$ cat src/rtl/char_flow_pkg.sv
// Shared types and constants for the character flow arbiter.
package char_flow_pkg;
  typedef enum logic [1:0] {
    IDLE      = 2'd0,
    GRANT_CAP = 2'd1,
    GRANT_LOW = 2'd2
  } state_t;

  localparam logic [7:0] SPACE  = 8'h20;
  localparam logic [7:0] BANG   = 8'h21;
  localparam logic [7:0] CAP_LO = 8'h41;
  localparam logic [7:0] CAP_HI = 8'h5A;
  localparam logic [7:0] LOW_LO = 8'h61;
  localparam logic [7:0] LOW_HI = 8'h7A;

  localparam logic [1:0] GNT_NONE = 2'b00;
  localparam logic [1:0] GNT_CAP  = 2'b10;
  localparam logic [1:0] GNT_LOW  = 2'b01;
endpackage

$ cat src/rtl/char_flow_arbiter_chk.sv
// Combinational character classifier: word terminator and per-source letter class.
import char_flow_pkg::*;

module char_class_chk (
  input  logic [7:0] ch,
  input  logic       sel_cap,
  output logic       in_class,
  output logic       is_term
);
  logic is_upper, is_lower;

  assign is_term  = (ch == SPACE) || (ch == BANG);
  assign is_upper = (ch >= CAP_LO) && (ch <= CAP_HI);
  assign is_lower = (ch >= LOW_LO) && (ch <= LOW_HI);
  assign in_class = is_term || (sel_cap ? is_upper : is_lower);
endmodule

$ cat src/rtl/char_flow_arbiter.sv
// Word-locked round-robin merge of an upper-case and a lower-case character stream.
// Optional build macro CHAR_FILTER_EN: swallow out-of-class characters and count them.
import char_flow_pkg::*;

module char_flow_arbiter #(
  parameter int MAX_BURST = 8
) (
  input  logic       clk,
  input  logic       rst_n,
  input  logic [7:0] cap_data,
  input  logic       cap_valid,
  output logic       cap_ready,
  input  logic [7:0] low_data,
  input  logic       low_valid,
  output logic       low_ready,
  output logic [7:0] out_data,
  output logic       out_valid,
  input  logic       out_ready,
  output logic [1:0] grant,
  output logic       word_done,
  output logic [7:0] drop_cnt
);
  state_t     state, state_nxt;
  logic       last_cap;
  logic [7:0] beat_cnt;
  logic       sel_cap, granted;
  logic [7:0] src_data;
  logic       src_valid, src_ready;
  logic       in_class, is_term;
  logic       fwd, drop, xfer, last_beat, release_w;

  assign sel_cap   = (state == GRANT_CAP);
  assign granted   = (state != IDLE);
  assign src_data  = sel_cap ? cap_data : low_data;
  assign src_valid = granted && (sel_cap ? cap_valid : low_valid);

  char_class_chk u_chk (
    .ch       (src_data),
    .sel_cap  (sel_cap),
    .in_class (in_class),
    .is_term  (is_term)
  );

`ifdef CHAR_FILTER_EN
  assign fwd  = src_valid && in_class;
  assign drop = src_valid && !in_class;

  always_ff @(posedge clk or negedge rst_n) begin
    if (!rst_n)                      drop_cnt <= 8'h00;
    else if (drop && drop_cnt != 8'hFF) drop_cnt <= drop_cnt + 8'h01;
  end
`else
  logic unused_cls;
  assign unused_cls = in_class;
  assign fwd      = src_valid;
  assign drop     = 1'b0;
  assign drop_cnt = 8'h00;
`endif

  // Dropped characters are consumed regardless of downstream backpressure.
  assign src_ready = granted && (out_ready || drop);
  assign cap_ready = sel_cap && src_ready;
  assign low_ready = (state == GRANT_LOW) && src_ready;
  assign out_valid = fwd;
  assign out_data  = fwd ? src_data : SPACE;

  assign xfer      = fwd && out_ready;
  assign last_beat = (beat_cnt == 8'(MAX_BURST - 1));
  assign release_w = xfer && (is_term || last_beat);

  always_comb begin
    grant = GNT_NONE;
    if (state == GRANT_CAP)      grant = GNT_CAP;
    else if (state == GRANT_LOW) grant = GNT_LOW;
  end

  always_comb begin
    state_nxt = state;
    unique case (state)
      IDLE: begin
        if (cap_valid && low_valid) state_nxt = last_cap ? GRANT_LOW : GRANT_CAP;
        else if (cap_valid)         state_nxt = GRANT_CAP;
        else if (low_valid)         state_nxt = GRANT_LOW;
      end
      GRANT_CAP, GRANT_LOW: begin
        if (release_w) state_nxt = IDLE;
      end
      default: state_nxt = IDLE;
    endcase
  end

  always_ff @(posedge clk or negedge rst_n) begin
    if (!rst_n) begin
      state     <= IDLE;
      last_cap  <= 1'b0;
      beat_cnt  <= 8'h00;
      word_done <= 1'b0;
    end else begin
      state     <= state_nxt;
      word_done <= release_w;
      if (release_w) begin
        beat_cnt <= 8'h00;
        last_cap <= sel_cap;
      end else if (xfer) begin
        beat_cnt <= beat_cnt + 8'h01;
      end
    end
  end
endmodule
$ cat config.mk
export PLATFORM = sky130hd
export DESIGN_NAME = char_flow_arbiter
export DESIGN_NICKNAME = d
export VERILOG_FILES = /design/src/rtl/char_flow_pkg.sv /design/src/rtl/char_flow_arbiter_chk.sv /design/src/rtl/char_flow_arbiter.sv
export SDC_FILE = /design/constraint.sdc
export NUM_CORES = 1
export LEC_CHECK = 0
export ABC_CLOCK_PERIOD_IN_PS = 2000
export CAP_MARGIN = 20
export CORE_MARGIN = 10
export CORE_UTILIZATION = 37
export DETAILED_ROUTE_END_ITERATION = 8
export GPL_TIMING_DRIVEN = 0
export PLACE_DENSITY = 0.78
export SLEW_MARGIN = 20
export SYNTH_ARGS = -nofsm -noshare
export SYNTH_HDL_FRONTEND = slang
export SYNTH_SLANG_ARGS = --single-unit
$ cat constraint.sdc
create_clock -name clk -period 2 [get_ports clk]
set_input_delay 0.4 -clock clk [delete_from_list [all_inputs] [get_ports clk]]
set_output_delay 0.4 -clock clk [all_outputs]
set_load 0.02 [all_outputs]
==> results.md <==
* Share of layout cells above drive strength 1 at 31.2%
* Yosys reg bits at 12
* Power share of the clock group at 10.0%
* Final setup violating endpoints at 4
* # port buffers at 34
* Slew HR at 64.1%
* Pint at 837 uW
* Final Hold Viols at 0
* CP endpoint kind: output port
* Switching fraction of total power at 42.7%
* Vias at 916
* Final wirelength at 2.73 mm
* Die ar. at 5070 um2
* Buf/Inv on CP at 1
* List of most frequent post-synthesis cells: nor2_1, dfrtp_1, buf_4, mux2i_1, nand2_1
* Num rows at 18
* Crit path DAT at 1610 ps
* Fraction of the cycle the final worst path needs at 101%
* CP cell instances: ha_4 -> mux2i_2 -> or2_4 -> nor2_2 -> buf_6
* Final #Nets at 184
* I/O pin count at 43
* Combinational power share at 62.9%
* Yosys warning count at 0
* H-tree Lvls at 1
* WL/cell at 14.6 um
* Clk pin slew, worst setup/hold paths at 70 ps
* Antenna Diode Count at 0
* Leading post-synthesis cells by cell area: dfrtp_1, mux2i_1, buf_4
* Global route overflow at 0
* Global-route wire length before repair at 4.50 mm
* Clock sinks at 12
* Sequential power share at 27.1%
* Post-layout min period at 2010 ps
* Synth unique cells at 37
* Routability congestion estimate at 0.838
* Setup ws final at -11.5 ps
* Flop-to-flop setup slack at 80 ps
* CTS tree: yes
* Pin count of the biggest net entering global routing at 13
* Switching power at 623 uW
* Count leader, synth: nor2_1
* Worst Skew at 4.85 ps
* Vias in the first global route at 948
* Die H at 71.2 um
* Clk_lat worst skew at 270 ps
* Total core area at 2500 um2
* Total CTS buffers at 3
* Top delay family on crit path: flip-flops
* Setup crit start kind: register
* Yosys top cell by area: dfrtp_1
* CTS root buffer: clkbuf_4
* Dominant synthesized flop cell: dfrtp_1
* Failing checks: setup timing
* Worst reg-to-reg path cell count at 8
* Overall global routing resource usage at 10.4%
* Worst stage delay on the critical path at 440 ps
* Max-slew violations at 0
* Dpl hpwl at 2.23 mm
* Lkg Pwr at 0.000688 uW
* Slowest stage cell, crit path: dfrtp_2
* Power per cell area at 1010 nW/um2
* CTS max path bufs at 2
* Via density at 4.90
* Drt first pass iters at 4
* Total chip power at 1460 uW
* Sequential area share after synthesis at 30.9%
* Initial antenna violation count at 0
* DRC violations left at 0
* RR Endpoint: beat_cnt[5]$_DFFE_PN0P_
* Min-delay worst type: in -> async
* Synth Instances at 111
* # hold bufs at CTS at 0
* Fillcell total at 235
* Hold slack final at 474 ps
* Share of flip-flops with an asynchronous set or reset at 100%
* R2r startpoint: state[1]$_DFFE_PN0P_
* Crit-path max FO at 8
* Iter 0 DRT Violations at 37
* Required @ worst endpoint at 1600 ps
* Worst-Margin Slew at 536 ps
* Initial core utilization at 38.8%
* RSZ-0062 raised after global routing: true
* Synthesis-to-finish area growth at 49.0%
* WS Path Type: reg -> out
* Post-route ant nets at 0
* Post-Syn Area per Cell at 8.75 um2
* F_max at 497 MHz
* Post-synth EDFFs at 0
* VDD IR max at 807 uV
* Maxcap violations at 0
* Post-Syn Area at 971 um2
* Chip width at 71.2 um
* Top cell type's share of synthesized area at 30.9%
* Status: complete, but fails checks
==> logic make-up after synthesis <==
| family | count (synthesis) | synth area share, % |
|---|---|---|
| AO/OA/AOI/OAI | 19 | 13.9 |
| adder cells (fa/ha/maj) | 4 | 5.15 |
| AND/OR/NAND/NOR | 47 | 27.2 |
| flip-flops | 12 | 30.9 |
| other | 1 | 0.386 |
| multiplexers | 11 | 11.6 |
| buffers and inverters | 17 | 10.8 |
==> final cells by class <==
type | count | area (um2) | share of cell area (%)
Inverter | 5 | 18.8 | 1.30
Tap cell | 30 | 37.5 | 2.60
Buffer | 11 | 86.3 | 5.97
Multi-Input combinational cell | 89 | 636 | 43.9
Clock buffer | 3 | 22.5 | 1.56
Sequential cell | 12 | 302 | 20.8
Timing Repair Buffer | 37 | 344 | 23.8
==> routing by layer <==
metal	GRT usage, %	vias to the layer above	wire length [um]	share of wire (%)
li1	-	468	-	-
met1	10.2	433	1050	39
met2	20.9	13	1550	57
met3	3.03	2	119	4.4
met4	1.94	0	8	0.29
met5	0	-	0	0
==> how the worst max path moves through the flow <==
stage                    startpoint     endpoint  slack, ps  cells past startpoint
6_report       state[0]$_DFFE_PN0P_  out_data[1]        -10                      5
4_1_cts        state[0]$_DFFE_PN0P_  out_data[5]        -40                      6
5_1_grt        state[1]$_DFFE_PN0P_  out_data[4]        -60                      6
3_5_place_dp              cap_valid  out_data[0]       -760                      6
2_1_floorplan  state[1]$_DFFE_PN0P_  out_data[5]         20                      7
3_3_place_gp              cap_valid  out_data[1]       -720                      6
==> flip-flops by register name (all words and copies together) (netlist names) <==
signal     cells
last_cap       1
word_done      1
state          2
beat_cnt       8
==> stage by stage <==
step	setup slack (ps)	std cells	utilization (%)	setup TNS [ps]	instance area, um2
4_1_cts	-44.5	187	57.3	-150	1430
6_report	-11.5	187	57.9	-34.1	1450
2_1_floorplan	15.5	118	-	0	997
3_3_place_gp	-720	182	55.0	-8060	1380
5_1_grt	-60.8	187	57.9	-464	1450
3_5_place_dp	-760	182	55.0	-8220	1380
==> repair_timing <==
action / CTS / global route
pin swaps: 6 / 2
setup buffers: 3 / 0
endpoints found under the hold margin: 0 / 0
resized for setup: 66 / 11
setup endpoints to repair: 17 / 15
==> layout by cell type, fill, tap and decap left out, drive strengths merged <==
master,n
buf,25
clkdlybuf4s50,19
nor2,13
dfrtp,12
mux2i,9
conb,8
nand2,8
o21ai,7
nand3,5
and3,5
inv,5
a22o,4
ha,4
clkbuf,3
nor4b,3
and2,3
a21oi,3
nor2b,3
o2bb2ai,2
dlygate4sd2,2
dlymetal6s2s,2
mux2,2
or2,1
nor4,1
or4,1
nand2b,1
a21o,1
and2b,1
a221o,1
nand3b,1
a211oi,1
nor3b,1
==> power by group through the flow <==
stage	Clock [uW]	Sequential (uW)	Combinational [uW]
6_report	146	396	917
5_1_grt	161	407	985
4_1_cts	150	392	896
3_5_place_dp	0	394	837
3_3_place_gp	0	391	820
2_1_floorplan	0	374	553
(Power assumes the default switching activity.)
